`config.mk`:
```
export PLATFORM = sky130hd
export DESIGN_NAME = mem_arbiter
export DESIGN_NICKNAME = d
export VERILOG_FILES = /design/src/rtl/mem_pkg.sv /design/src/rtl/mem_arb_prio.sv /design/src/rtl/mem_arbiter.sv
export SDC_FILE = /design/constraint.sdc
export NUM_CORES = 1
export LEC_CHECK = 0
export CORE_ASPECT_RATIO = 1.2
export CORE_MARGIN = 1
export CORE_UTILIZATION = 35
export DETAILED_ROUTE_END_ITERATION = 16
export DONT_BUFFER_PORTS = 1
export GPL_TIMING_DRIVEN = 0
export SYNTH_ARGS = -nofsm -noshare
export SYNTH_HDL_FRONTEND = slang
export SYNTH_SLANG_ARGS = --single-unit
```
`constraint.sdc`:
```
create_clock -name clk_i -period 13 [get_ports clk_i]
set_input_delay 2.6 -clock clk_i [delete_from_list [all_inputs] [get_ports clk_i]]
set_output_delay 2.6 -clock clk_i [all_outputs]
set_load 0.03 [all_outputs]
```
`src/rtl/mem_pkg.sv`:
```
// Shared memory-interface types: the arbiter FSM states and the transaction owner.
package mem_pkg;

  typedef enum logic [1:0] {
    ST_IDLE = 2'd0,
    ST_BUSY = 2'd1,
    ST_RESP = 2'd2
  } state_e;

  typedef enum logic {
    OWN_IF  = 1'b0,
    OWN_LSU = 1'b1
  } owner_e;

endpackage

```
`src/rtl/mem_arb_prio.sv`:
```
// Combinational IF/LSU grant with LSU priority and an IF starvation guard.
module mem_arb_prio #(
  parameter int unsigned MAX_SKIP = 3
) (
  input  logic clk_i,
  input  logic rst_i,
  input  logic arb_en,
  input  logic if_req,
  input  logic lsu_req,
  output logic if_gnt,
  output logic lsu_gnt
);

  localparam logic [3:0] SKIP_LIMIT = 4'(MAX_SKIP);

  logic [3:0] skip_q;
  logic       if_forced;

  always_comb begin
    if_forced = if_req && (skip_q == SKIP_LIMIT);
    lsu_gnt   = arb_en && lsu_req && !if_forced;
    if_gnt    = arb_en && if_req && !lsu_gnt;
  end

  // Counts only LSU grants that made a waiting IF lose; saturates at the limit.
  always_ff @(posedge clk_i or posedge rst_i) begin
    if (rst_i) begin
      skip_q <= '0;
    end else if (if_gnt) begin
      skip_q <= '0;
    end else if (lsu_gnt && if_req && (skip_q != SKIP_LIMIT)) begin
      skip_q <= skip_q + 4'd1;
    end
  end

endmodule

```
`src/rtl/mem_arbiter.sv`:
```
// Shares one memory port between instruction fetch and the load/store unit,
// one transaction at a time, with registered memory outputs and routed responses.
module mem_arbiter
  import mem_pkg::*;
#(
  parameter int unsigned ADDR_W   = 32,
  parameter int unsigned DATA_W   = 32,
  parameter int unsigned MAX_SKIP = 3
) (
  input  logic                clk_i,
  input  logic                rst_i,
  input  logic                if_req_i,
  input  logic [ADDR_W-1:0]   if_addr_i,
  output logic                if_gnt_o,
  output logic                if_rvalid_o,
  output logic [DATA_W-1:0]   if_rdata_o,
  input  logic                lsu_req_i,
  input  logic                lsu_we_i,
  input  logic [DATA_W/8-1:0] lsu_be_i,
  input  logic [ADDR_W-1:0]   lsu_addr_i,
  input  logic [DATA_W-1:0]   lsu_wdata_i,
  output logic                lsu_gnt_o,
  output logic                lsu_rvalid_o,
  output logic [DATA_W-1:0]   lsu_rdata_o,
  output logic                mem_req_o,
  output logic                mem_we_o,
  output logic [DATA_W/8-1:0] mem_be_o,
  output logic [ADDR_W-1:0]   mem_addr_o,
  output logic [DATA_W-1:0]   mem_wdata_o,
  input  logic                mem_ready_i,
  input  logic [DATA_W-1:0]   mem_rdata_i
);

  state_e state_q, state_d;
  owner_e owner_q;
  logic   we_q;
  logic   arb_en, any_gnt, done;

  always_comb begin
    arb_en  = (state_q == ST_IDLE) || (state_q == ST_RESP);
    any_gnt = if_gnt_o || lsu_gnt_o;
    done    = (state_q == ST_BUSY) && mem_ready_i;
  end

  mem_arb_prio #(
    .MAX_SKIP(MAX_SKIP)
  ) u_prio (
    .clk_i   (clk_i),
    .rst_i   (rst_i),
    .arb_en  (arb_en),
    .if_req  (if_req_i),
    .lsu_req (lsu_req_i),
    .if_gnt  (if_gnt_o),
    .lsu_gnt (lsu_gnt_o)
  );

  always_comb begin
    state_d = state_q;
    case (state_q)
      ST_IDLE: if (any_gnt) state_d = ST_BUSY;
      ST_BUSY: if (mem_ready_i) state_d = ST_RESP;
      ST_RESP: state_d = any_gnt ? ST_BUSY : ST_IDLE;
      default: state_d = ST_IDLE;
    endcase
  end

  always_ff @(posedge clk_i or posedge rst_i) begin
    if (rst_i) state_q <= ST_IDLE;
    else       state_q <= state_d;
  end

  // we_q keeps the store flag for response routing after mem_we_o has dropped.
  always_ff @(posedge clk_i or posedge rst_i) begin
    if (rst_i) begin
      owner_q      <= OWN_IF;
      we_q         <= 1'b0;
      mem_req_o    <= 1'b0;
      mem_we_o     <= 1'b0;
      mem_be_o     <= '0;
      mem_addr_o   <= '0;
      mem_wdata_o  <= '0;
      if_rvalid_o  <= 1'b0;
      if_rdata_o   <= '0;
      lsu_rvalid_o <= 1'b0;
      lsu_rdata_o  <= '0;
    end else begin
      if_rvalid_o  <= done && (owner_q == OWN_IF);
      lsu_rvalid_o <= done && (owner_q == OWN_LSU);
      if (done) begin
        mem_req_o <= 1'b0;
        mem_we_o  <= 1'b0;
        if (owner_q == OWN_IF) if_rdata_o  <= mem_rdata_i;
        else                   lsu_rdata_o <= we_q ? '0 : mem_rdata_i;
      end
      if (lsu_gnt_o) begin
        owner_q     <= OWN_LSU;
        we_q        <= lsu_we_i;
        mem_req_o   <= 1'b1;
        mem_we_o    <= lsu_we_i;
        mem_be_o    <= lsu_we_i ? lsu_be_i : '1;
        mem_addr_o  <= lsu_addr_i;
        mem_wdata_o <= lsu_wdata_i;
      end else if (if_gnt_o) begin
        owner_q    <= OWN_IF;
        we_q       <= 1'b0;
        mem_req_o  <= 1'b1;
        mem_we_o   <= 1'b0;
        mem_be_o   <= '1;
        mem_addr_o <= if_addr_i;
      end
    end
  end

endmodule

```
==> flow_summary.ini <==
[detailed_routing]
wl_per_cell_microns = 21.5
drtIter0Drc = 152
routed_via_density = 5.20
drtAntennaViolNets = 0
top_layer = met5
wl_met1_microns = 5080
vias = 3569
drc = 0
met3_length_microns = 1760
firstDrtPassIters = 4
route.met2.wl_microns = 7580
finalWirelength_microns = 14700

[timing]
finClkSkew_ns = 0.00735
setup_viol = 0
tightestPinTransition_ns = 0.670
min_period_ns = 6.26
relSlewSlack = 0.553
rsz0062_at_grt = false
fin_crit_sh = 0.481
finalHoldViolCount = 0
drv_slew = 0
setup-tns-final_ns = 0
max_freq_mhz = 160

[status]
outcome = finished, final reports clean

[synthesis]
synth_top_area_share = 0.624
yosysTopAreaCell = dfrtp_1
muxShareOfSynthArea = 0.125
synth_cell_types = 29
synth-async-reset-ratio = 1.00
synth_simple_gate_area_frac = 0.120
synth-edff-count = 0
synth_area_sq_um = 5780
synth_top_family_by_area = multiplexers
yosys-top-cells-area = dfrtp_1 (62%), mux2_2 (12%), a221o_1 (5.5%)
seq_area_frac_synth = 0.624
yosys.area_share.adder = 0.00216
ys.flop_type = dfrtp_1
synth_warnings = 0
synth_seq_cells = 144
synth_compound_area_frac = 0.0998
synth_fp_nets = 581
avgSynthCellArea_sq_um = 13.1
synthCells = 442
synth_xor_area_frac = 0

[pwr]
vdd.ir_drop.worst_uv = 120
p_per_area_nw_per_um2 = 324
p_leak_nw = 2.90

[cells_and_area]
fillCellCount = 1530
drive_above_1_share = 0.248
multi_input_area_sq_um = 2000
fin_nets = 601
seq_area_sq_um = 3600
syn_to_final_growth_pct = 15.7
n_antenna_cell = 0
fin_util = 0.413

[critical_path]
timing.rr.end = mem_addr_o[4]
crit_fanout = 10
critical_path_class = in -> out
critPathCaptureType = output pin
reg2reg_slack_ns = 11.08
startpoint_type = primary input
arrival_ns = 3.66
r2r-start = state_q[0]
cp.required_ns = 10.40
r2r_cells = 5

[floorplan]
fp.coreArea_sq_um = 16200
start_util = 0.357
rows = 51
dieArea_sq_um = 17000
io_pins = 276
die_h_microns = 143
die_w_microns = 119

[hold_path]
hold-path-cell-count = 2
hold_path_class = reg -> reg
hold_path_end = u_prio.skip_q[1]
min_from = u_prio.skip_q[1]

[clock_network]
cts_sinks = 144
cts_max_level = 4
cts_buffers = 17
cts_tree = built
clk_path_buf_depth = 2
clk_latency_ns = 0.41
root_buffer = clkbuf_16
cts_resized = 0
cts_setup_buffers = 0
postCtsHoldBufs = 0
cts.clk_slew.worst_paths_ns = 0.06

[grt]
overflow = 0
grt_max_degree = 74
grt_pass1_vias = 3720
grt_pass1_wl_microns = 21700
grt_usage = 0.173
antenna_found_initial = 1

[placement]
port_buffers = 0
dpl.hpwl_microns = 11200
gp_congestion = 0.839

[flow_run]
drv_cap = 0
## report_power, final
| group | internal, mW | switching (mW) | total (mW) | leakage (nW) |
|---|---|---|---|---|
| clock | 0.305 | 0.191 | 0.496 | 0.296 |
| sequential | 0.656 | 0.592 | 1.25 | 1.73 |
| combinational | 0.231 | 0.192 | 0.423 | 0.876 |
## metrics by stage
stage          power, mW  cells  hold slack [ns]  setup WS [ns]  cell area, sq um
2_1_floorplan       1.53    442            0.475           6.53              5780
3_3_place_gp        1.66    654            0.495           5.25              6040
3_5_place_dp        1.69    655            0.513           6.72              6080
4_1_cts             2.19    687            0.525           6.71              6690
5_1_grt             2.28    687            0.554           6.66              6690
6_report            2.17    687            0.517           6.74              6690
## metal layers
metal,vias up,global-route usage
met5,-,0
met4,2,0.0671
met3,18,0.0895
met2,203,0.303
met1,1755,0.176
li1,1591,-
## how the worst max path moves through the flow
stage | startpoint | to | slack, ns | cells after the start
finish | lsu_req_i | if_gnt_o | 6.74 | 4
global route | lsu_req_i | if_gnt_o | 6.66 | 4
CTS | lsu_req_i | if_gnt_o | 6.71 | 4
detailed placement | lsu_req_i | if_gnt_o | 6.72 | 4
global placement | rst_i | mem_be_o[1] | 5.25 | 1
floorplan | rst_i | if_rdata_o[0] | 6.53 | 1
## registers in the layout, summed over array words and instances (netlist names), 2 cells and up
name           cells
mem_wdata_o       32
state_q            2
mem_be_o           4
mem_addr_o        32
if_rdata_o        32
u_prio.skip_q      4
lsu_rdata_o       32
## area by class of cell
class | count | area share
Buffer | 28 | 0.0228
Clock buffer | 21 | 0.0719
Clock inverter | 11 | 0.0193
Inverter | 5 | 0.00356
Multi-Input combinational cell | 265 | 0.300
Sequential cell | 144 | 0.539
Tap cell | 212 | 0.0397
Timing Repair Buffer | 1 | 0.00412
## logic make-up (layout without fill, tap and decap cells)
logic type                 Yosys count  count (layout)
buffers and inverters               33              66
adders and majority gates            1               1
DFF                                144             144
muxes                               64              64
AOI/OAI and AO/OA                   77              77
and+or+nand+nor                    123             123
## critical path: stages
cell and delay (ns):
o21bai_1 0.08, clkbuf_1 0.25, a21oi_2 0.33, buf_2 0.39
## Yosys cell counts (2+ instances only)
| master | number |
|---|---|
| inv_1 | 5 |
| and2_1 | 32 |
| clkbuf_1 | 15 |
| o22a_1 | 4 |
| nand2b_1 | 35 |
| buf_2 | 8 |
| nand3b_1 | 2 |
| nor2_1 | 2 |
| mux2_2 | 64 |
| nand3_1 | 5 |
| o21ai_0 | 35 |
| a221o_1 | 32 |
| dfrtp_1 | 144 |
| buf_6 | 5 |
| nand2_1 | 40 |
## cell usage in the layout (no fill, tap or decap), types with 2 or more instances in the layout
master      synthesis  layout
o22a_1              4       4
clkinvlp_4          0       2
nand3_1             5       5
clkinv_2            0       2
mux2_2             64      64
inv_1               5       4
clkbuf_16           0      17
inv_6               0       3
clkbuf_8            0       4
a221o_1            32      32
o21ai_0            35      35
nor2_1              2       2
nand2b_1           35      35
clkinv_4            0       3
and2_1             32      32
buf_6               5       5
clkbuf_1           15      15
nand3b_1            2       2
dfrtp_1           144     144
buf_2               8       8
nand2_1            40      40
bufinv_16           0       2
No activity file was read; power rests on OpenSTA's default activity.
